<file path="src/rtl/alu_mdu.sv">
// alu_mdu: EX-stage ALU with registered single-cycle ops and an iterative
// multiply/divide unit (HI/LO) behind a valid/ready input handshake.
// Ports: clk, rst_n (async, active-low); in_valid/in_ready request handshake;
//   control (op code), read1 (A), foutput (B); out_valid pulse with out,
//   zero (branch compare), overflow (signed add/sub), div_by_zero; busy.
module alu_mdu #(
    parameter int WIDTH  = 32,
    parameter int CTRL_W = 6
) (
    input  logic              clk,
    input  logic              rst_n,
    input  logic              in_valid,
    output logic              in_ready,
    input  logic [CTRL_W-1:0] control,
    input  logic [WIDTH-1:0]  read1,
    input  logic [WIDTH-1:0]  foutput,
    output logic              out_valid,
    output logic [WIDTH-1:0]  out,
    output logic              zero,
    output logic              overflow,
    output logic              div_by_zero,
    output logic              busy
);

    localparam int CW = $clog2(WIDTH);
    localparam int W2 = 2 * WIDTH;

    localparam logic [CTRL_W-1:0] F_AND0  = CTRL_W'(36);
    localparam logic [CTRL_W-1:0] F_AND1  = CTRL_W'(12);
    localparam logic [CTRL_W-1:0] F_OR0   = CTRL_W'(35);
    localparam logic [CTRL_W-1:0] F_OR1   = CTRL_W'(13);
    localparam logic [CTRL_W-1:0] F_NOR   = CTRL_W'(39);
    localparam logic [CTRL_W-1:0] F_ADD   = CTRL_W'(16);
    localparam logic [CTRL_W-1:0] F_ADDU  = CTRL_W'(8);
    localparam logic [CTRL_W-1:0] F_SUB   = CTRL_W'(34);
    localparam logic [CTRL_W-1:0] F_SLT0  = CTRL_W'(42);
    localparam logic [CTRL_W-1:0] F_SLT1  = CTRL_W'(10);
    localparam logic [CTRL_W-1:0] F_SLTU  = CTRL_W'(43);
    localparam logic [CTRL_W-1:0] F_BEQ   = CTRL_W'(4);
    localparam logic [CTRL_W-1:0] F_BNE   = CTRL_W'(5);
    localparam logic [CTRL_W-1:0] F_MFLO  = CTRL_W'(18);
    localparam logic [CTRL_W-1:0] F_MFHI  = CTRL_W'(17);
    localparam logic [CTRL_W-1:0] F_MULT  = CTRL_W'(24);
    localparam logic [CTRL_W-1:0] F_MULTU = CTRL_W'(25);
    localparam logic [CTRL_W-1:0] F_DIV   = CTRL_W'(26);
    localparam logic [CTRL_W-1:0] F_DIVU  = CTRL_W'(27);

    typedef enum logic [1:0] {
        S_IDLE,
        S_MUL,
        S_DIV,
        S_FIX
    } state_t;

    state_t            state_q, state_d;
    logic [CW-1:0]     cnt_q, cnt_d;
    logic [W2-1:0]     acc_q, acc_d;
    logic [WIDTH-1:0]  bmag_q, bmag_d;
    logic              neg_q, neg_d;
    logic              rneg_q, rneg_d;
    logic              div_op_q, div_op_d;
    logic [WIDTH-1:0]  hi_q, hi_d;
    logic [WIDTH-1:0]  lo_q, lo_d;
    logic [WIDTH-1:0]  out_q, out_d;
    logic              zero_q, zero_d;
    logic              ovf_q, ovf_d;
    logic              dbz_q, dbz_d;
    logic              out_valid_q, out_valid_d;

    logic              accept;
    logic              is_mul, is_div, is_mdu, is_signed;
    logic              a_neg, b_neg;
    logic [WIDTH-1:0]  a_mag, b_mag;
    logic [WIDTH-1:0]  sum_w, diff_w;
    logic              add_ovf, sub_ovf;
    logic [WIDTH-1:0]  sc_out;
    logic              sc_zero, sc_ovf;

    logic [WIDTH:0]    mul_sum;
    logic [W2-1:0]     mul_next;
    logic [WIDTH:0]    div_sh;
    logic [WIDTH:0]    div_trial;
    logic [W2-1:0]     div_next;
    logic              last_iter;

    logic [W2-1:0]     prod_fix;
    logic [WIDTH-1:0]  q_fix, r_fix;
    logic [WIDTH-1:0]  fix_hi, fix_lo;

    assign in_ready    = (state_q == S_IDLE);
    assign busy        = ~in_ready;
    assign out_valid   = out_valid_q;
    assign out         = out_q;
    assign zero        = zero_q;
    assign overflow    = ovf_q;
    assign div_by_zero = dbz_q;

    assign accept    = in_valid & in_ready;
    assign is_mul    = (control == F_MULT) || (control == F_MULTU);
    assign is_div    = (control == F_DIV) || (control == F_DIVU);
    assign is_mdu    = is_mul | is_div;
    assign is_signed = (control == F_MULT) || (control == F_DIV);

    assign a_neg = is_signed & read1[WIDTH-1];
    assign b_neg = is_signed & foutput[WIDTH-1];
    assign a_mag = a_neg ? -read1 : read1;
    assign b_mag = b_neg ? -foutput : foutput;

    assign sum_w   = read1 + foutput;
    assign diff_w  = read1 - foutput;
    assign add_ovf = (read1[WIDTH-1] == foutput[WIDTH-1]) &&
                     (sum_w[WIDTH-1] != read1[WIDTH-1]);
    assign sub_ovf = (read1[WIDTH-1] != foutput[WIDTH-1]) &&
                     (diff_w[WIDTH-1] != read1[WIDTH-1]);

    always_comb begin
        sc_out  = '0;
        sc_zero = 1'b0;
        sc_ovf  = 1'b0;
        unique case (control)
            F_AND0, F_AND1: sc_out = read1 & foutput;
            F_OR0, F_OR1:   sc_out = read1 | foutput;
            F_NOR:          sc_out = ~(read1 | foutput);
            F_ADD: begin
                sc_out = sum_w;
                sc_ovf = add_ovf;
            end
            F_ADDU:         sc_out = sum_w;
            F_SUB: begin
                sc_out = diff_w;
                sc_ovf = sub_ovf;
            end
            F_SLT0, F_SLT1:
                sc_out = {{(WIDTH-1){1'b0}},
                          $signed(read1) < $signed(foutput)};
            F_SLTU:
                sc_out = {{(WIDTH-1){1'b0}}, read1 < foutput};
            F_BEQ:          sc_zero = (read1 == foutput);
            F_BNE:          sc_zero = (read1 != foutput);
            F_MFLO:         sc_out = lo_q;
            F_MFHI:         sc_out = hi_q;
            default:        sc_out = '0;
        endcase
    end

    // Shift-add: the multiplier sits in the low half and is consumed LSB
    // first while partial sums enter from the top.
    assign mul_sum  = {1'b0, acc_q[W2-1:WIDTH]} +
                      {1'b0, (acc_q[0] ? bmag_q : {WIDTH{1'b0}})};
    assign mul_next = {mul_sum, acc_q[WIDTH-1:1]};

    // Restoring divide: remainder in the high half, dividend shifted out of
    // the low half while quotient bits shift in. The trial MSB is the borrow.
    assign div_sh    = {acc_q[W2-1:WIDTH], acc_q[WIDTH-1]};
    assign div_trial = div_sh - {1'b0, bmag_q};
    assign div_next  = div_trial[WIDTH]
                     ? {div_sh[WIDTH-1:0], acc_q[WIDTH-2:0], 1'b0}
                     : {div_trial[WIDTH-1:0], acc_q[WIDTH-2:0], 1'b1};

    assign last_iter = (cnt_q == CW'(WIDTH - 1));

    assign prod_fix = neg_q ? -acc_q : acc_q;
    assign q_fix    = neg_q ? -acc_q[WIDTH-1:0] : acc_q[WIDTH-1:0];
    assign r_fix    = rneg_q ? -acc_q[W2-1:WIDTH] : acc_q[W2-1:WIDTH];
    assign fix_hi   = div_op_q ? r_fix : prod_fix[W2-1:WIDTH];
    assign fix_lo   = div_op_q ? q_fix : prod_fix[WIDTH-1:0];

    always_comb begin
        state_d     = state_q;
        cnt_d       = cnt_q;
        acc_d       = acc_q;
        bmag_d      = bmag_q;
        neg_d       = neg_q;
        rneg_d      = rneg_q;
        div_op_d    = div_op_q;
        hi_d        = hi_q;
        lo_d        = lo_q;
        out_d       = out_q;
        zero_d      = zero_q;
        ovf_d       = ovf_q;
        dbz_d       = dbz_q;
        out_valid_d = 1'b0;
        unique case (state_q)
            S_IDLE: begin
                if (accept && is_div && (foutput == '0)) begin
                    lo_d        = '1;
                    hi_d        = read1;
                    out_d       = '1;
                    zero_d      = 1'b0;
                    ovf_d       = 1'b0;
                    dbz_d       = 1'b1;
                    out_valid_d = 1'b1;
                end else if (accept && is_mdu) begin
                    // Iterate on magnitudes; signs are restored in FIX.
                    neg_d    = a_neg ^ b_neg;
                    rneg_d   = a_neg;
                    div_op_d = is_div;
                    cnt_d    = '0;
                    bmag_d   = is_div ? b_mag : a_mag;
                    acc_d    = {{WIDTH{1'b0}}, (is_div ? a_mag : b_mag)};
                    state_d  = is_div ? S_DIV : S_MUL;
                end else if (accept) begin
                    out_d       = sc_out;
                    zero_d      = sc_zero;
                    ovf_d       = sc_ovf;
                    dbz_d       = 1'b0;
                    out_valid_d = 1'b1;
                end
            end
            S_MUL: begin
                acc_d = mul_next;
                cnt_d = cnt_q + CW'(1);
                if (last_iter) state_d = S_FIX;
            end
            S_DIV: begin
                acc_d = div_next;
                cnt_d = cnt_q + CW'(1);
                if (last_iter) state_d = S_FIX;
            end
            S_FIX: begin
                hi_d        = fix_hi;
                lo_d        = fix_lo;
                out_d       = fix_lo;
                zero_d      = 1'b0;
                ovf_d       = 1'b0;
                dbz_d       = 1'b0;
                out_valid_d = 1'b1;
                state_d     = S_IDLE;
            end
            default: state_d = S_IDLE;
        endcase
    end

    always_ff @(posedge clk or negedge rst_n) begin
        if (!rst_n) begin
            state_q     <= S_IDLE;
            cnt_q       <= '0;
            acc_q       <= '0;
            bmag_q      <= '0;
            neg_q       <= 1'b0;
            rneg_q      <= 1'b0;
            div_op_q    <= 1'b0;
            hi_q        <= '0;
            lo_q        <= '0;
            out_q       <= '0;
            zero_q      <= 1'b0;
            ovf_q       <= 1'b0;
            dbz_q       <= 1'b0;
            out_valid_q <= 1'b0;
        end else begin
            state_q     <= state_d;
            cnt_q       <= cnt_d;
            acc_q       <= acc_d;
            bmag_q      <= bmag_d;
            neg_q       <= neg_d;
            rneg_q      <= rneg_d;
            div_op_q    <= div_op_d;
            hi_q        <= hi_d;
            lo_q        <= lo_d;
            out_q       <= out_d;
            zero_q      <= zero_d;
            ovf_q       <= ovf_d;
            dbz_q       <= dbz_d;
            out_valid_q <= out_valid_d;
        end
    end

endmodule
</file>
<file path="config.mk">
export PLATFORM = sky130hd
export DESIGN_NAME = alu_mdu
export DESIGN_NICKNAME = d
export VERILOG_FILES = /design/src/rtl/alu_mdu.sv
export SDC_FILE = /design/constraint.sdc
export NUM_CORES = 1
export LEC_CHECK = 0
export ABC_AREA = 1
export CAP_MARGIN = 20
export CORE_UTILIZATION = 50
export CTS_CLUSTER_DIAMETER = 80
export CTS_CLUSTER_SIZE = 24
export DETAILED_ROUTE_END_ITERATION = 10
export PLACE_DENSITY = 0.68
export SLEW_MARGIN = 20
export SYNTH_ARGS = -nofsm -noshare
export SYNTH_HDL_FRONTEND = slang
export SYNTH_SLANG_ARGS = --single-unit
</file>
<file path="constraint.sdc">
create_clock -name clk -period 5 [get_ports clk]
set_input_delay 0.75 -clock clk [delete_from_list [all_inputs] [get_ports clk]]
set_output_delay 0.75 -clock clk [all_outputs]
set_load 0.01 [all_outputs]
</file>
==> flow_summary.json <==
{
  "die_h_um": 232,
  "total_of_endpoints_with_negative_setup_slack_in_the_final_report": 0,
  "crit_path_cell_trace": "clkdlybuf4s50_1 > inv_1 > ha_1 > nand3_2 > nor2_4 > nand3b_1 > nor2_1 > nand3_2 > nand2_2 > buf_4 > inv_2 > o21ai_0 > o21bai_1",
  "critical_path_required_ns": 5.50,
  "cts_inserted_buffers": 24,
  "synth-warning-count": 0,
  "cts_post_setup_buffers_inserted": 0,
  "crit_path_frequent_cell": "sky130_fd_sc_hd__nand3_2",
  "detail_route.vias_per_cell": 5.92,
  "most_used_flip_flop_cell_after_synthesis": "sky130_fd_sc_hd__dfrtp_1",
  "cp.buffers_inverters": 4,
  "postSynthCellCount": 4704,
  "worstSetupPathType": "input pin to flop",
  "dp_slack_ns": 0.713,
  "cts.sink_count": 206,
  "initial_utilization_pct": 50.5,
  "grt_overflow_total": 0,
  "post_detailed_route_drc_marker_count": 0,
  "syn-mean-instance-area_um2": 5.63,
  "synth_seq_area_share_pct": 19.4,
  "final.setup_skew_ns": 0.0360,
  "grt_usage_pct": 47.6,
  "clock_insertion_delay_worst_skew_ns": 0.61,
  "period_needed_ns": 3.84,
  "hpwlAfterDp_um": 104000,
  "cts.reportedPaths.clkPinSlew_ns": 0.07,
  "crit_path_start_kind": "input pin",
  "hold_class": "input pin to async pin",
  "cpPeakStageDelay_ns": 0.58,
  "post_synth_main_area_contributors": "sky130_fd_sc_hd__nand2_1, sky130_fd_sc_hd__dfrtp_1, sky130_fd_sc_hd__inv_1",
  "final-max-slew-violation-count": 0,
  "report.power.total_mw": 16.1,
  "final_common_cell": "sky130_fd_sc_hd__nand2_1",
  "maxClockFrequency_ghz": 0.261,
  "wl_per_cell_um": 23.8,
  "yosysUniqueCellTypes": 50,
  "area.growth.synth_to_final_pct": 9.73,
  "yosysTopAreaCellShare_pct": 23.4,
  "antenna_violating_nets_post_route": 0,
  "worst-endpoint-arrival_ns": 4.33,
  "number_of_diodes_added_for_antenna_fixing": 0,
  "tightestPinTransition_ns": 1.20,
  "floorplan.io_pins": 111,
  "rrSetupSlack_ns": 1.41,
  "final_net_count": 4987,
  "cp_max_fo": 51,
  "r2r_end": "acc_q[18]",
  "io_buffer_count": 110,
  "p_leak_nw": 15.8,
  "max-slew-margin-rel_pct": 19.4,
  "grt_setup_unrepaired": "no",
  "p_per_area_nw_per_um2": 553,
  "dr_total_vias": 32187,
  "placement_rows": 84,
  "grt_max_degree": 101,
  "cts_hold_repair.buffers": 0,
  "setup.worst_path.end_class": "flop",
  "netlist.top_cell.by_area": "sky130_fd_sc_hd__nand2_1",
  "syn_nets": 4964,
  "count_of_fill_cells_added_during_filler_insertion": 5562,
  "core_area_um2": 52400,
  "cts.repair.resized": 0,
  "setup_tns_ns": 0,
  "clock_tree.buffer_depth": 3,
  "fraction_of_synthesis_flops_using_an_asynchronous_set_or_reset_pin_pct": 100,
  "register_bit_total_from_synthesis": 206,
  "number_of_enable_type_register_cells_in_the_synthesized_netlist": 0,
  "gp_congestion": 1.13,
  "drive_gt1_share_pct": 3.16,
  "synth.cell_area_um2": 26500,
  "crit_path_top_delay_cell": "sky130_fd_sc_hd__buf_4",
  "irDropWorstVdd_mv": 0.493,
  "leading_cell_types_in_the_layout_fill_and_taps_excluded": "sky130_fd_sc_hd__nand2_1, sky130_fd_sc_hd__inv_1, sky130_fd_sc_hd__nor2_1",
  "status": "complete, no violations",
  "antenna_found_initial": 1,
  "cts.htree.levels": 1,
  "firstDrtPassIters": 6,
  "drv_cap": 0,
  "clock_tree.root_cell": "sky130_fd_sc_hd__clkbuf_16",
  "tritoncts": "done",
  "crit-reg2reg-launch": "state_q[0]",
  "r2r_cells": 14,
  "fin_ws_ns": 1.16,
  "detailed_route_iter0_violations": 4161,
  "first_global_vias": 30229,
  "crit_family": "buffers and inverters",
  "chipWidth_um": 232,
  "design.die.area_um2": 53900,
  "final_hold_viol_count": 0,
  "grt_first_pass_wirelength_um": 189000,
  "timing.final.crit_share_pct": 76.7,
  "detail_route.wirelength_um": 129000
}
[worst reg2reg max path: stages (launching register included)]
cell and delay, ns:
sky130_fd_sc_hd__dfrtp_1 0.43, sky130_fd_sc_hd__inv_1 0.13, sky130_fd_sc_hd__ha_1 0.55, sky130_fd_sc_hd__nand2_1 0.29
sky130_fd_sc_hd__nor2_2 0.24, sky130_fd_sc_hd__inv_2 0.04, sky130_fd_sc_hd__nand2_1 0.06, sky130_fd_sc_hd__inv_2 0.05
sky130_fd_sc_hd__nor2_2 0.08, sky130_fd_sc_hd__nand2_2 0.09, sky130_fd_sc_hd__nor2_4 0.65, sky130_fd_sc_hd__buf_4 0.55
sky130_fd_sc_hd__nand2_1 0.12, sky130_fd_sc_hd__o21ai_0 0.08, sky130_fd_sc_hd__o21bai_1 0.13
[synthesized netlist by cell type, types with 12 or more instances]
library cell,instances
sky130_fd_sc_hd__a211oi_1,21
sky130_fd_sc_hd__a21oi_1,228
sky130_fd_sc_hd__buf_2,42
sky130_fd_sc_hd__clkbuf_1,99
sky130_fd_sc_hd__dfrtp_1,206
sky130_fd_sc_hd__ha_1,183
sky130_fd_sc_hd__inv_1,653
sky130_fd_sc_hd__inv_2,20
sky130_fd_sc_hd__nand2_1,1649
sky130_fd_sc_hd__nand3_1,379
sky130_fd_sc_hd__nand3b_1,18
sky130_fd_sc_hd__nand4_1,81
sky130_fd_sc_hd__nor2_1,452
sky130_fd_sc_hd__nor3_1,55
sky130_fd_sc_hd__nor4_1,12
sky130_fd_sc_hd__o211ai_1,58
sky130_fd_sc_hd__o21ai_0,257
sky130_fd_sc_hd__o21ai_1,32
sky130_fd_sc_hd__o21bai_1,18
sky130_fd_sc_hd__o22ai_1,62
sky130_fd_sc_hd__xnor2_1,14
sky130_fd_sc_hd__xor2_1,63
[sequential cells by signal (all words and copies together), names as in the netlist]
name and count:
state_q 2, rneg_q 1, out_valid 1, div_by_zero 1, neg_q 1, out 32, overflow 1, div_op_q 1
acc_q 64, hi_q 32, zero 1, bmag_q 32, cnt_q 5, lo_q 32
[per-layer routing]
layer,GRT usage [%],vias to the layer above,routed length (µm)
met5,0,-,17
met4,41.6,2,13800
met3,8.39,531,12500
met2,74.8,1970,56000
met1,55.9,14586,47200
li1,-,15098,-
[stage by stage]
stage / std cells / hold WS (ns) / instance area [µm²] / util [%]
after global placement: 5389 / 0.458 / 28200 / 53.7
after detailed placement: 5389 / 0.460 / 28200 / 53.7
final: 5433 / 0.225 / 29100 / 55.5
after CTS: 5433 / 0.248 / 29100 / 55.5
after global routing: 5433 / 0.280 / 29100 / 55.5
after floorplan: 4704 / 0.442 / 26500 / -
[area by class of cell]
type,count,area (µm²),area share [%]
Multi-Input combinational cell,3663,18100,62.3
Sequential cell,206,5150,17.7
Clock inverter,19,303,1.04
Clock buffer,25,626,2.15
Tap cell,688,861,2.96
Timing Repair Buffer,158,1490,5.13
Inverter,674,2530,8.70
[report_power, final]
group / leakage (nW) / internal [mW] / switching, mW / total [mW]
Combinational: 12.7 / 3.12 / 7.55 / 10.7
Clock: 0.452 / 1.08 / 1.09 / 2.16
Sequential: 2.59 / 2.38 / 0.873 / 3.25
Total: 15.8 / 6.57 / 9.51 / 16.1
[how the worst max path moves through the flow]
stage,start,end,slack [ns],depth (start not counted)
2_1_floorplan,read1[2],out[0],2.45,17
3_3_place_gp,foutput[1],acc_q[17],0.71,14
3_5_place_dp,foutput[1],acc_q[25],0.71,14
4_1_cts,foutput[1],acc_q[18],1.30,13
5_1_grt,foutput[1],acc_q[18],0.98,13
6_report,foutput[1],acc_q[18],1.16,13
[cell families after synthesis]
kind of cell               share of synthesized area [%]
AOI/OAI and AO/OA                                   15.0
xor gates and xnor gates                            2.54
adders and majority gates                           8.94
buffers and inverters                               12.2
DFF                                                 19.4
muxes                                             0.0425
and+or+nand+nor                                     41.8
Power figures use the tool's default switching activity.
